**config.mk**
```make
export PLATFORM = sky130hd
export DESIGN_NAME = reaction_bcd_encoder
export DESIGN_NICKNAME = d
export VERILOG_FILES = /design/src/rtl/reaction_bcd_encoder.sv
export SDC_FILE = /design/constraint.sdc
export NUM_CORES = 1
export LEC_CHECK = 0
export ABC_AREA = 1
export ABC_CLOCK_PERIOD_IN_PS = 2780
export BUFFER_PORTS_ARGS = -buffer_cell sky130_fd_sc_hd__buf_2
export CAP_MARGIN = 10
export CORE_MARGIN = 2
export CORE_UTILIZATION = 52
export DETAILED_ROUTE_END_ITERATION = 8
export MAX_ROUTING_LAYER = met4
export PLACE_DENSITY = 0.7
export SYNTH_ARGS = -nofsm -noshare
export SYNTH_HDL_FRONTEND = slang
export SYNTH_SLANG_ARGS = --single-unit
```
**constraint.sdc**
```tcl
create_clock -name clk50M -period 2.78 [get_ports clk50M]
set_input_delay 0.556 -clock clk50M [delete_from_list [all_inputs] [get_ports clk50M]]
set_output_delay 0.556 -clock clk50M [all_outputs]
set_load 0.05 [all_outputs]
```
**src/rtl/reaction_bcd_encoder.sv**
```systemverilog
// Reaction-timer trial sequencer: arms a fixed delay, lights the stimulus, then counts
// elapsed ticks as two BCD digits until stop, overflow or a foul, and holds the result.
module reaction_bcd_encoder #(
  parameter int TICK_DIV    = 500000,
  parameter int DELAY_TICKS = 150
) (
  input  logic       clk50M,
  input  logic       rst_n,
  input  logic       start,
  input  logic       stop,
  output logic [3:0] c,
  output logic [3:0] d,
  output logic       read,
  output logic       stim,
  output logic       foul,
  output logic       overflow
);

  typedef enum logic [1:0] {
    IDLE,
    ARMED,
    TIMING,
    RESULT
  } state_t;

  localparam int             PW         = $clog2(TICK_DIV);
  localparam logic [PW-1:0]  PRESC_LAST = PW'(TICK_DIV - 1);
  localparam logic [15:0]    DELAY_LOAD = 16'(DELAY_TICKS);

  state_t        state, state_next;
  logic [PW-1:0] presc, presc_next;
  logic [15:0]   delay, delay_next;
  logic [3:0]    c_next, d_next;
  logic          read_next, stim_next, foul_next, overflow_next;
  logic          start_q, stop_q, start_e, stop_e;
  logic          tick;

  // Edge history resets high so a button held through reset needs a release before it counts.
  always_ff @(posedge clk50M or negedge rst_n) begin
    if (!rst_n) begin
      start_q <= 1'b1;
      stop_q  <= 1'b1;
      start_e <= 1'b0;
      stop_e  <= 1'b0;
    end else begin
      start_q <= start;
      stop_q  <= stop;
      start_e <= start & ~start_q;
      stop_e  <= stop & ~stop_q;
    end
  end

  assign tick = (presc == PRESC_LAST);

  always_comb begin
    state_next    = state;
    delay_next    = delay;
    c_next        = c;
    d_next        = d;
    foul_next     = foul;
    overflow_next = overflow;
    presc_next    = tick ? '0 : presc + 1'b1;

    unique case (state)
      IDLE: begin
        if (start_e) begin
          state_next    = ARMED;
          delay_next    = DELAY_LOAD;
          c_next        = 4'd0;
          d_next        = 4'd0;
          foul_next     = 1'b0;
          overflow_next = 1'b0;
        end
      end

      // A stop arriving with the last delay tick is still a foul.
      ARMED: begin
        if (stop_e) begin
          state_next = RESULT;
          foul_next  = 1'b1;
          c_next     = 4'hF;
          d_next     = 4'hF;
        end else if (tick) begin
          if (delay <= 16'd1) begin
            state_next = TIMING;
            delay_next = 16'd0;
          end else begin
            delay_next = delay - 16'd1;
          end
        end
      end

      // Stop beats a coincident tick, so the displayed count is never one too high.
      TIMING: begin
        if (stop_e) begin
          state_next = RESULT;
        end else if (tick) begin
          if (c == 4'd9 && d == 4'd9) begin
            state_next    = RESULT;
            overflow_next = 1'b1;
          end else if (c == 4'd9) begin
            c_next = 4'd0;
            d_next = d + 4'd1;
          end else begin
            c_next = c + 4'd1;
          end
        end
      end

      RESULT: begin
        if (start_e) begin
          state_next    = ARMED;
          delay_next    = DELAY_LOAD;
          c_next        = 4'd0;
          d_next        = 4'd0;
          foul_next     = 1'b0;
          overflow_next = 1'b0;
        end
      end

      default: begin
        state_next = IDLE;
      end
    endcase

    if (state_next != state) begin
      presc_next = '0;
    end

    read_next = (state_next == RESULT);
    stim_next = (state_next == TIMING);
  end

  always_ff @(posedge clk50M or negedge rst_n) begin
    if (!rst_n) begin
      state    <= IDLE;
      presc    <= '0;
      delay    <= 16'd0;
      c        <= 4'd0;
      d        <= 4'd0;
      read     <= 1'b0;
      stim     <= 1'b0;
      foul     <= 1'b0;
      overflow <= 1'b0;
    end else begin
      state    <= state_next;
      presc    <= presc_next;
      delay    <= delay_next;
      c        <= c_next;
      d        <= d_next;
      read     <= read_next;
      stim     <= stim_next;
      foul     <= foul_next;
      overflow <= overflow_next;
    end
  end

endmodule

```
# --- Word level (Yosys, flattened, before mapping) ---
# Index checks and enable logic that the tools add are counted.
# Widths: inputs -> output; s select.
word_totals:
  wordCells: 84
  ram_bits: 0
  reg_bits: 53
  inputBits: 4
  latch_bits: 0
  romBits: 0
  n_memories: 0
  out_inout_bits: 12
classes:
  addsub: 4
  n_mul: 0
  bitwise: 4
  muxes: 34
  div: 0
  n_lt_le_gt_ge: 1
  n_eq_ne: 18
  n_shift: 0
  n_reduce_logical: 10
op_table:
  columns: ["op", "count"]
  rows:
  - ["$mux 16", 4]
  - ["$mux 4", 10]
  - ["$mux 19", 2]
  - ["$pmux 16 s2", 1]
  - ["$pmux 4 s3", 2]
  - ["$add 19x1->19 const B", 1]
  - ["$eq 19x19->1 const B", 1]
  - ["$le 16x1->1 const B", 1]
  - ["$ne 2x2->1 const B", 8]
  - ["$sub 16x1->16 const B", 1]
  - ["$mux 2", 7]
  - ["$reduce_and 5->1", 2]
  - ["$add 4x1->4 const B", 2]
  - ["$eq 2x2->1 const B", 4]
  - ["$eq 4x4->1 const B", 2]
  - ["$pmux 2 s3", 1]
  - ["$reduce_and 6->1", 1]
  - ["$mux 1", 5]
  - ["$pmux 1 s2", 2]
  - ["$reduce_and 4->1", 1]
  - ["$reduce_bool 2->1", 2]
  - ["$reduce_and 3->1", 1]
  - ["$and 1x1->1", 2]
  - ["$eq 2x1->1 const B", 1]
  - ["other kinds (6)", 7]

# --- Logic depth before layout (Yosys ltp) ---
# Gate-level depths: netlist of the first run.
logic_depth:
  depth_word: 8
  ltp_mapped: 14
  ltp_nobuf: 13

# --- Worst setup path after synthesis of the first run ---
# OpenSTA, ideal clock, no wires.
synth_path:
  path_type: "reg2reg"
  from: "reg state[0]"
  to: "reg presc[11]"
  slack_ps: 705
  arrival_ps: 1948
  stages_incl_launch_ff: 14
  t_required_ps: 2652
  cell_sequence: "dfrtp_1 -> inv_1 -> ha_1 -> buf_2 -> inv_1 -> nor2_1 -> inv_1 -> o211ai_1 -> nand2_1 -> nand2_1 -> nand2_1 -> nand3_4 -> buf_12 -> nor2_4"
synth_via:
  elab_chain_cells: 6
  word_cells_on_any_way: 15
  classes_between: "4 x eq/ne; 9 x mux; 2 x reduce/logical"
synth_rtl:
  columns: ["element", "line_no", "rtl"]
  rows:
  - ["start, declared", "30", "state_t state, state_next;"]
  - ["start signal, assigned", "146", "state <= state_next;"]
  - ["$mux 2 (on tied branches)", "98, 84", null]
  - ["$mux 2 (on tied branches)", "97, 83", null]
  - ["$mux 2 (on tied branches)", "95, 78", null]
  - ["$pmux 2 s3", "64", "unique case (state)"]
  - ["$ne 2x2->1 *", "126", "if (state_next != state) begin"]
  - ["$mux 19 *", "126", null]
  - ["named net presc_next[11]", "31", "logic [PW-1:0] presc, presc_next;"]
  - ["end signal, assigned", "147", "presc <= presc_next;"]
  - ["end, declared", "31", null]
# The timed path passes the listed nets; every way through them passes the cells marked *.
# A chain may end at the register's enable or synchronous reset.

# --- Worst setup path in the final report of the first run ---
layout_path:
  from: "reg state[0]"
  to: "reg presc[7]"
# The elaborated chain is that of the path after synthesis.

==> results_dict.tcl, run 1 <==
set metrics [dict create \
    powerDensity_nw_per_um2 1180 \
    cts.clk_slew.worst_paths_ps 110 \
    diodes 0 \
    most-common-layout-cells "89 x nand2_1, 61 x nor2_1, 51 x dfrtp_1" \
    drc 0 \
    max_stage_delay_ps 470 \
    grt_setup_unrepaired "no" \
    coreArea_sq_um 6240 \
    fin_crit_sh 0.857 \
    finalSetupTns_ps 0 \
    cts_max_level 2 \
    crit_required_ps 2960 \
    met2_usage 0.338 \
    slew_headroom 0.713 \
    io_pins 16 \
    critPathMaxFanout 19 \
    grt_max_degree 22 \
    detailed_place_hpwl_mm 4.93 \
    busiest_layer "met2" \
    start_util 0.529 \
    avgViaCountPerCell 5.18 \
    cts_setup_buffers 0 \
    ir_worst_vdd_mv 0.769 \
    root_buffer "clkbuf_8" \
    finalInstanceArea_sq_um 3590 \
    syn_inst 428 \
    crit_type "flip-flop to flip-flop" \
    drt-total-wl_mm 6.50 \
    fill_cells 590 \
    yosys_warnings 0 \
    cts-hold-fix-buffers 0 \
    drtIter0Drc 109 \
    clk_latency_ps 310 \
    hold_viol_final 0 \
    seq_area_frac_synth 0.402 \
    place_area_sq_um 3460 \
    cp-end-kind "flip-flop" \
    grt_pass1_wl_mm 11.7 \
    wire_per_inst_um 12.4 \
    portBuffers 15 \
    avgSynthCellArea_sq_um 7.72 \
    fin_crit_ps 2380 \
    status "completed" \
    placementRows 29 \
    maxCapViolations 0 \
    track_usage 0.207 \
    fp.dieH_um 83.7 \
    cts_max_path_buffers 2 \
    gp_congestion 0.894 \
    report.final.slew_viol_count 0 \
    worst_pin_slew_ps 430 \
    setup_viol 0 \
    synth_cell_types 39 \
    max_freq_mhz 420 \
    final_common_cell "nand2_1" \
    ant_nets 0 \
    cts_sinks 53 \
    dr_total_vias 2721 \
    cp-start-kind "flip-flop" \
    synth_fp_nets 439 \
    power_leakage_nw 1.68 \
    synth_area_sq_um 3300 \
    skew_ps 14.1 \
    crit_chain "inv_1, ha_1, inv_1, nor2_1, inv_1, o211ai_1, nand2_1, nand2_1, nand2_1, nand3_4, nor2_1" \
    area_delta_synth_final_pct 8.79 \
    layout-drive-gt1-share 0.147 \
    grt_pass1_vias 2627 \
    dieArea_sq_um 7010 \
    grt-ovfl-total 0 \
    ctsResizeCount 0 \
    nNetsFinal 458 \
    grtUsageMet1 0.272 \
    antenna_found_initial 0 \
    slowest_stage "ha_1" \
    cts_made_buffers 5 \
    hp-class "primary input to asynchronous set/reset pin" \
    met3_usage 0.0317 \
    cts_tree "done" \
    drt-pass1-iter-count 4 \
    arrival_ps 2560 \
    ys_ff_latch 53 \
    die_w_um 83.7 \
]
-- where the power goes --
part	switching (mW)	leakage, nW	internal, mW	total [mW]
logic	1.68	0.913	0.729	2.41
clock network	0.267	0.0687	0.363	0.630
registers	0.210	0.694	0.983	1.19
-- layout make-up --
cell class	instances	area, sq um	share of cell area
Timing Repair Buffer	20	113	0.0313
Tap cell	77	96.3	0.0268
Inverter	51	191	0.0533
Clock inverter	3	68.8	0.0192
Clock buffer	5	68.8	0.0192
Multi-Input combinational cell	316	1730	0.481
Sequential cell	53	1330	0.370
-- synthesized netlist by cell type (all sizes together) --
master  count  area share
xnor2       9       0.024
or2         1      0.0019
a31o        1      0.0027
o21a        1      0.0023
o21bai      1      0.0023
nor3b       1      0.0023
xor2       12       0.032
clkinv      1      0.0011
nand3b      1      0.0023
ha          7       0.027
nor3       13       0.025
nand2      95        0.12
nor2       79        0.12
mux2        1      0.0034
inv        50       0.057
dfrtp      51        0.39
a21o        2      0.0045
nand3      37       0.063
o211ai      2      0.0045
dfstp       2       0.016
clkbuf      1      0.0011
o21ai      29       0.044
nor4        3      0.0057
a21oi      12       0.018
nand4       9       0.019
buf         7       0.016
-- registers in the layout, indices dropped and copies added (netlist names) --
| register | count |
|---|---|
| c | 4 |
| d | 4 |
| delay | 16 |
| foul | 1 |
| overflow | 1 |
| presc | 19 |
| read | 1 |
| start_e | 1 |
| start_q | 1 |
| state | 2 |
| stim | 1 |
| stop_e | 1 |
| stop_q | 1 |
-- path summary, 6_finish.rpt --
check                      slack, ps  startpoint  cells past startpoint  endpoint
max in group asynchronous       1970       rst_n                      2    stop_q
hold reg to reg                  500     start_q                      1   start_e
hold / removal                   160       rst_n                      1      d[3]
setup / recovery                 400    state[0]                     11  presc[7]
min in group clk50M              350        stop                      1    stop_q
setup reg to reg                 400    state[0]                     11  presc[7]
-- metal layers --
layer,vias to the layer above,share of wire
met5,-,0
met4,0,0.0082
met3,4,0.031
met2,53,0.47
met1,1258,0.49
li1,1406,-
-- cells by family (layout without fill, tap and decap cells) --
group / Yosys count / after routing / synth area share
compound gates: 48 / 48 / 0.0784
mux: 1 / 1 / 0.00341
simple gates: 239 / 239 / 0.359
xor+xnor: 21 / 21 / 0.0557
buf+inv: 59 / 79 / 0.0750
fa+ha+maj: 7 / 7 / 0.0265
flops: 53 / 53 / 0.402
-- through the flow --
stage / setup slack, ps / instances / hold slack [ps] / util / power (mW)
floorplan: 705 / 428 / 260 / - / 3.21
finish: 396 / 525 / 156 / 0.576 / 4.23
detailed placement: 389 / 517 / 486 / 0.554 / 3.62
global route: 171 / 525 / 169 / 0.576 / 4.61
CTS: 369 / 525 / 168 / 0.576 / 4.26
global placement: 521 / 517 / 469 / 0.554 / 3.56
-- worst max-delay path, delay by kind of cell, from the launching register on --
family	cells	cell delay, ps
fa+ha+maj	1	470
compound gates	1	220
simple gates	6	800
flops	1	440
buf+inv	3	300
Note: power is estimated with default switching activity, not from simulation.
==> run 2, diff against run 1 <==
- ABC_CLOCK_PERIOD_IN_PS: 2780 -> 2950
- CTS_CLUSTER_SIZE: not set -> 25
- MAX_ROUTING_LAYER: met4 -> not set
- clock period: 2.78 -> 2.95 ns (I/O delays scaled with it)
==> run 2 against run 1 <==
First-iteration DRC count grew 32%. Power decreased by 9.9%. Clock power shrank 31%.
==> results_dict.tcl, run 2 (synthesis results as in run 1) <==
set metrics [dict create \
    drt-total-wl_mm 6.36 \
    grt-ovfl-total 0 \
    grt_pass1_vias 2513 \
    clk_latency_ps 310 \
    finalInstanceArea_sq_um 3540 \
    finalSetupTns_ps 0 \
    cts_tree "done" \
    status "completed" \
    drt-pass1-iter-count 4 \
    start_util 0.529 \
    arrival_ps 2550 \
    io_pins 16 \
    crit_chain "inv_1, ha_1, inv_1, nor2_1, inv_1, o211ai_1, nand2_1, nand2_1, nand2_1, nand3_4, nor2_1" \
    cts_setup_buffers 0 \
    gp_congestion 0.899 \
    most-common-layout-cells "89 x nand2_1, 61 x nor2_1, 51 x dfrtp_1" \
    cp-start-kind "flip-flop" \
    cts-hold-fix-buffers 0 \
    cts.clk_slew.worst_paths_ps 100 \
    area_delta_synth_final_pct 7.23 \
    ir_worst_vdd_mv 0.777 \
    fin_crit_ps 2360 \
    max_stage_delay_ps 460 \
    antenna_found_initial 0 \
    max_freq_mhz 424 \
    grt_pass1_wl_mm 11.3 \
    hold_viol_final 0 \
    fp.dieH_um 83.7 \
    largest_reg_flops 19 \
    hp-class "primary input to asynchronous set/reset pin" \
    critPathMaxFanout 19 \
    power_leakage_nw 1.65 \
    slew_headroom 0.706 \
    dp_cells 516 \
    cts_sinks 53 \
    dieArea_sq_um 7010 \
    whs_ps 205 \
    placementRows 29 \
    powerDensity_nw_per_um2 1080 \
    root_buffer "clkbuf_8" \
    drtIter0Drc 144 \
    crit_type "flip-flop to flip-flop" \
    report.final.slew_viol_count 0 \
    ctsResizeCount 0 \
    fin_crit_sh 0.799 \
    portBuffers 15 \
    cts_max_level 2 \
    avgViaCountPerCell 5.12 \
    diodes 0 \
    fin_cells 524 \
    detailed_place_hpwl_mm 4.65 \
    slowest_stage "ha_1" \
    crit_required_ps 3140 \
    cts_made_buffers 5 \
    top_regs "presc x19, delay x16" \
    cp-end-kind "flip-flop" \
    ant_nets 0 \
    setup_viol 0 \
    wire_per_inst_um 12.1 \
    worst_pin_slew_ps 440 \
    place_area_sq_um 3450 \
    grt_setup_unrepaired "no" \
    cts_max_path_buffers 2 \
    power_mw 3.81 \
    skew_ps 8.55 \
    die_w_um 83.7 \
    drc 0 \
    nNetsFinal 457 \
    maxCapViolations 0 \
    final_common_cell "nand2_1" \
    coreArea_sq_um 6240 \
    fill_cells 583 \
    regMostFlops "presc" \
    track_usage 0.194 \
    layout-drive-gt1-share 0.143 \
    grt_max_degree 36 \
    dr_total_vias 2684 \
]
## run 2: where the power goes
group | total (mW) | leakage [nW] | switching, mW | internal, mW
logic | 2.25 | 0.908 | 1.57 | 0.685
clock network | 0.434 | 0.0445 | 0.243 | 0.191
registers | 1.12 | 0.694 | 0.197 | 0.926
## run 2: final cells by class
| type | count | area (sq um) | area share |
|---|---|---|---|
| Clock inverter | 1 | 7.51 | 0.00212 |
| Inverter | 51 | 191 | 0.0540 |
| Multi-Input combinational cell | 316 | 1730 | 0.487 |
| Tap cell | 77 | 96.3 | 0.0272 |
| Timing Repair Buffer | 19 | 105 | 0.0297 |
| Sequential cell | 53 | 1330 | 0.375 |
| Clock buffer | 7 | 86.3 | 0.0244 |
## run 2: final timing paths
kind,startpoint,endpoint,slack [ps],depth (start not counted)
worst max-delay path,state[0],presc[4],590,11
worst min-delay path,rst_n,c[2],200,1
worst max register to register,state[0],presc[4],590,11
worst min register to register,delay[1],delay[1],490,2
max in group asynchronous,rst_n,start_q,1930,2
min in group clk50M,start,start_q,380,1
## run 2: through the flow
step / worst slack [ps] / utilization
global route: 326 / 0.568
floorplan: 875 / -
detailed placement: 595 / 0.553
finish: 592 / 0.568
global placement: 676 / 0.553
CTS: 589 / 0.568
## run 2: metal layers
metal | GRT usage | vias to the layer above | share of wire
li1 | - | 1408 | -
met3 | 0.0307 | 4 | 0.028
met5 | 0 | - | 0
met2 | 0.300 | 36 | 0.45
met1 | 0.279 | 1236 | 0.51
met4 | 0.0645 | 0 | 0.012
## run 2: worst max-delay path, delay by kind of cell (launching register included)
| kind | cells | cell delay [ps] |
|---|---|---|
| AND/OR/NAND/NOR | 6 | 830 |
| adder cells (fa/ha/maj) | 1 | 460 |
| flip-flops | 1 | 450 |
| buffers and inverters | 3 | 300 |
| AO/OA/AOI/OAI | 1 | 210 |
==> run 3, diff against run 2 <==
- ABC_CLOCK_PERIOD_IN_PS: 2950 -> 2450
- clock period: 2.95 -> 2.45 ns (I/O delays scaled with it)
==> run 3 against run 2 <==
Via count up 2.1%. Sequential share of layout area down 0.80 points. Sequential power up 21%. Clock-buffer cell count unchanged. Register-to-register slack worse by 300 ps. Setup slack worse by 300 ps. Routed wire length up 3.0%. First-iteration DRC count down 0.69%. Power up 26%. Critical path type unchanged. Largest power group unchanged.
==> results_dict.tcl, run 3 (synthesis results as in run 1) <==
set metrics [dict create \
    io_pins 16 \
    setup_viol 0 \
    cts_sinks 53 \
    arrival_ps 2360 \
    cts.clk_slew.worst_paths_ps 100 \
    cp-start-kind "flip-flop" \
    setup_slack_ps 289 \
    start_util 0.529 \
    final_common_cell "nand2_1" \
    ant_nets 0 \
    nNetsFinal 463 \
    dr_total_vias 2740 \
    critPathTopFamily "simple AND/OR/NAND/NOR gates" \
    diodes 0 \
    drc 0 \
    slew_headroom 0.572 \
    crit_type "flip-flop to flip-flop" \
    max_freq_mhz 463 \
    cts_made_buffers 5 \
    critPathMaxFanout 11 \
    antenna_found_initial 0 \
    cp-end-kind "flip-flop" \
    cts_tree "done" \
    top_regs "presc x19, delay x16" \
    root_buffer "clkbuf_8" \
    wire_per_inst_um 12.4 \
    grt_pass1_vias 2612 \
    grt_setup_unrepaired "no" \
    hold_viol_final 0 \
    fp.dieH_um 83.7 \
    report.final.slew_viol_count 0 \
    worst_pin_slew_ps 642 \
    avgViaCountPerCell 5.17 \
    place_ws_ps 239 \
    track_usage 0.197 \
    regMostFlops "presc" \
    placementRows 29 \
    status "completed" \
    skew_ps 10.7 \
    drt-total-wl_mm 6.55 \
    dieArea_sq_um 7010 \
    hp-class "primary input to asynchronous set/reset pin" \
    largest_reg_flops 19 \
    detailed_place_hpwl_mm 4.83 \
    fin_crit_ps 2160 \
    portBuffers 15 \
    most-common-layout-cells "89 x nand2_1, 61 x nor2_1, 51 x dfrtp_1" \
    gp_congestion 0.871 \
    die_w_um 83.7 \
    ir_worst_vdd_mv 0.808 \
    coreArea_sq_um 6240 \
    max_stage_delay_ps 420 \
    layout-drive-gt1-share 0.152 \
    grt_pass1_wl_mm 11.5 \
    area_delta_synth_final_pct 9.58 \
    cts_max_level 2 \
    fin_crit_sh 0.882 \
    drt-pass1-iter-count 4 \
    drtIter0Drc 143 \
    clk_latency_ps 300 \
    crit_required_ps 2650 \
    crit_chain "ha_1, nand2_2, nor2_4, nand4_2, nor2_4, nand2_1, nand2_1, nand2_1, nor2_4, nand2_1, nand2_1, o21ai_1" \
    maxCapViolations 0 \
    power_leakage_nw 1.69 \
    finalSetupTns_ps 0 \
    grt-ovfl-total 0 \
    cts_max_path_buffers 2 \
    grt_max_degree 29 \
    slowest_stage "dfrtp_1" \
    crit_top_cell "nand2_1" \
    path_buf_inv 0 \
    powerDensity_nw_per_um2 1330 \
]
==> run 3: where the power goes <==
group	total (mW)	leakage [nW]	switching (mW)	internal (mW)
clock	0.488	0.0385	0.285	0.203
sequential	1.35	0.694	0.236	1.12
combinational	2.97	0.954	1.94	1.03
total	4.81	1.69	2.46	2.35
==> run 3: final timing paths <==
path	start	cells after the start	to	slack [ps]
setup / recovery	presc[1]	12	d[3]	290
hold / removal	rst_n	1	c[1]	200
setup reg to reg	presc[1]	12	d[3]	290
hold reg to reg	stop_q	1	stop_e	500
max in group asynchronous	rst_n	2	start_q	1610
min in group clk50M	start	1	start_q	290
==> run 3: per-layer routing <==
layer,up-vias,GRT usage,wire length (um)
met5,-,0,0
met4,0,0.0630,36
met3,2,0.0257,211
met2,51,0.324,3100
met1,1271,0.270,3200
li1,1416,-,-
==> run 3: worst register-to-register path, cell delays in order (launching register included) <==
cell and delay, ps:
dfrtp_1 420, ha_1 260, nand2_2 100, nor2_4 180, nand4_2 120, nor2_4 170
nand2_1 80, nand2_1 80, nand2_1 230, nor2_4 200, nand2_1 90, nand2_1 60
o21ai_1 60
==> run 3: cell type report <==
| class | count | area (sq um) |
|---|---|---|
| Clock inverter | 1 | 7.51 |
| Clock buffer | 7 | 76.3 |
| Inverter | 51 | 191 |
| Fill cell | 572 | 2620 |
| Timing Repair Buffer | 25 | 188 |
| Multi-Input combinational cell | 316 | 1730 |
| Tap cell | 77 | 96.3 |
| Sequential cell | 53 | 1330 |
==> run 3: what timing repair did <==
item	CTS	global route
hold buffers	0	0
resized for setup	0	1
setup buffers	0	3
hold endpoints to repair	0	0
setup endpoints to repair	0	2
==> run 3: per-stage QoR <==
stage	power, mW	util	area (sq um)	hold WS, ps	instances
4_1_cts	4.64	0.572	3570	213	527
5_1_grt	5.26	0.580	3620	248	530
6_report	4.81	0.580	3620	196	530
3_5_place_dp	4.14	0.558	3480	480	519
3_3_place_gp	4.08	0.558	3480	474	519
2_1_floorplan	3.64	-	3300	194	428
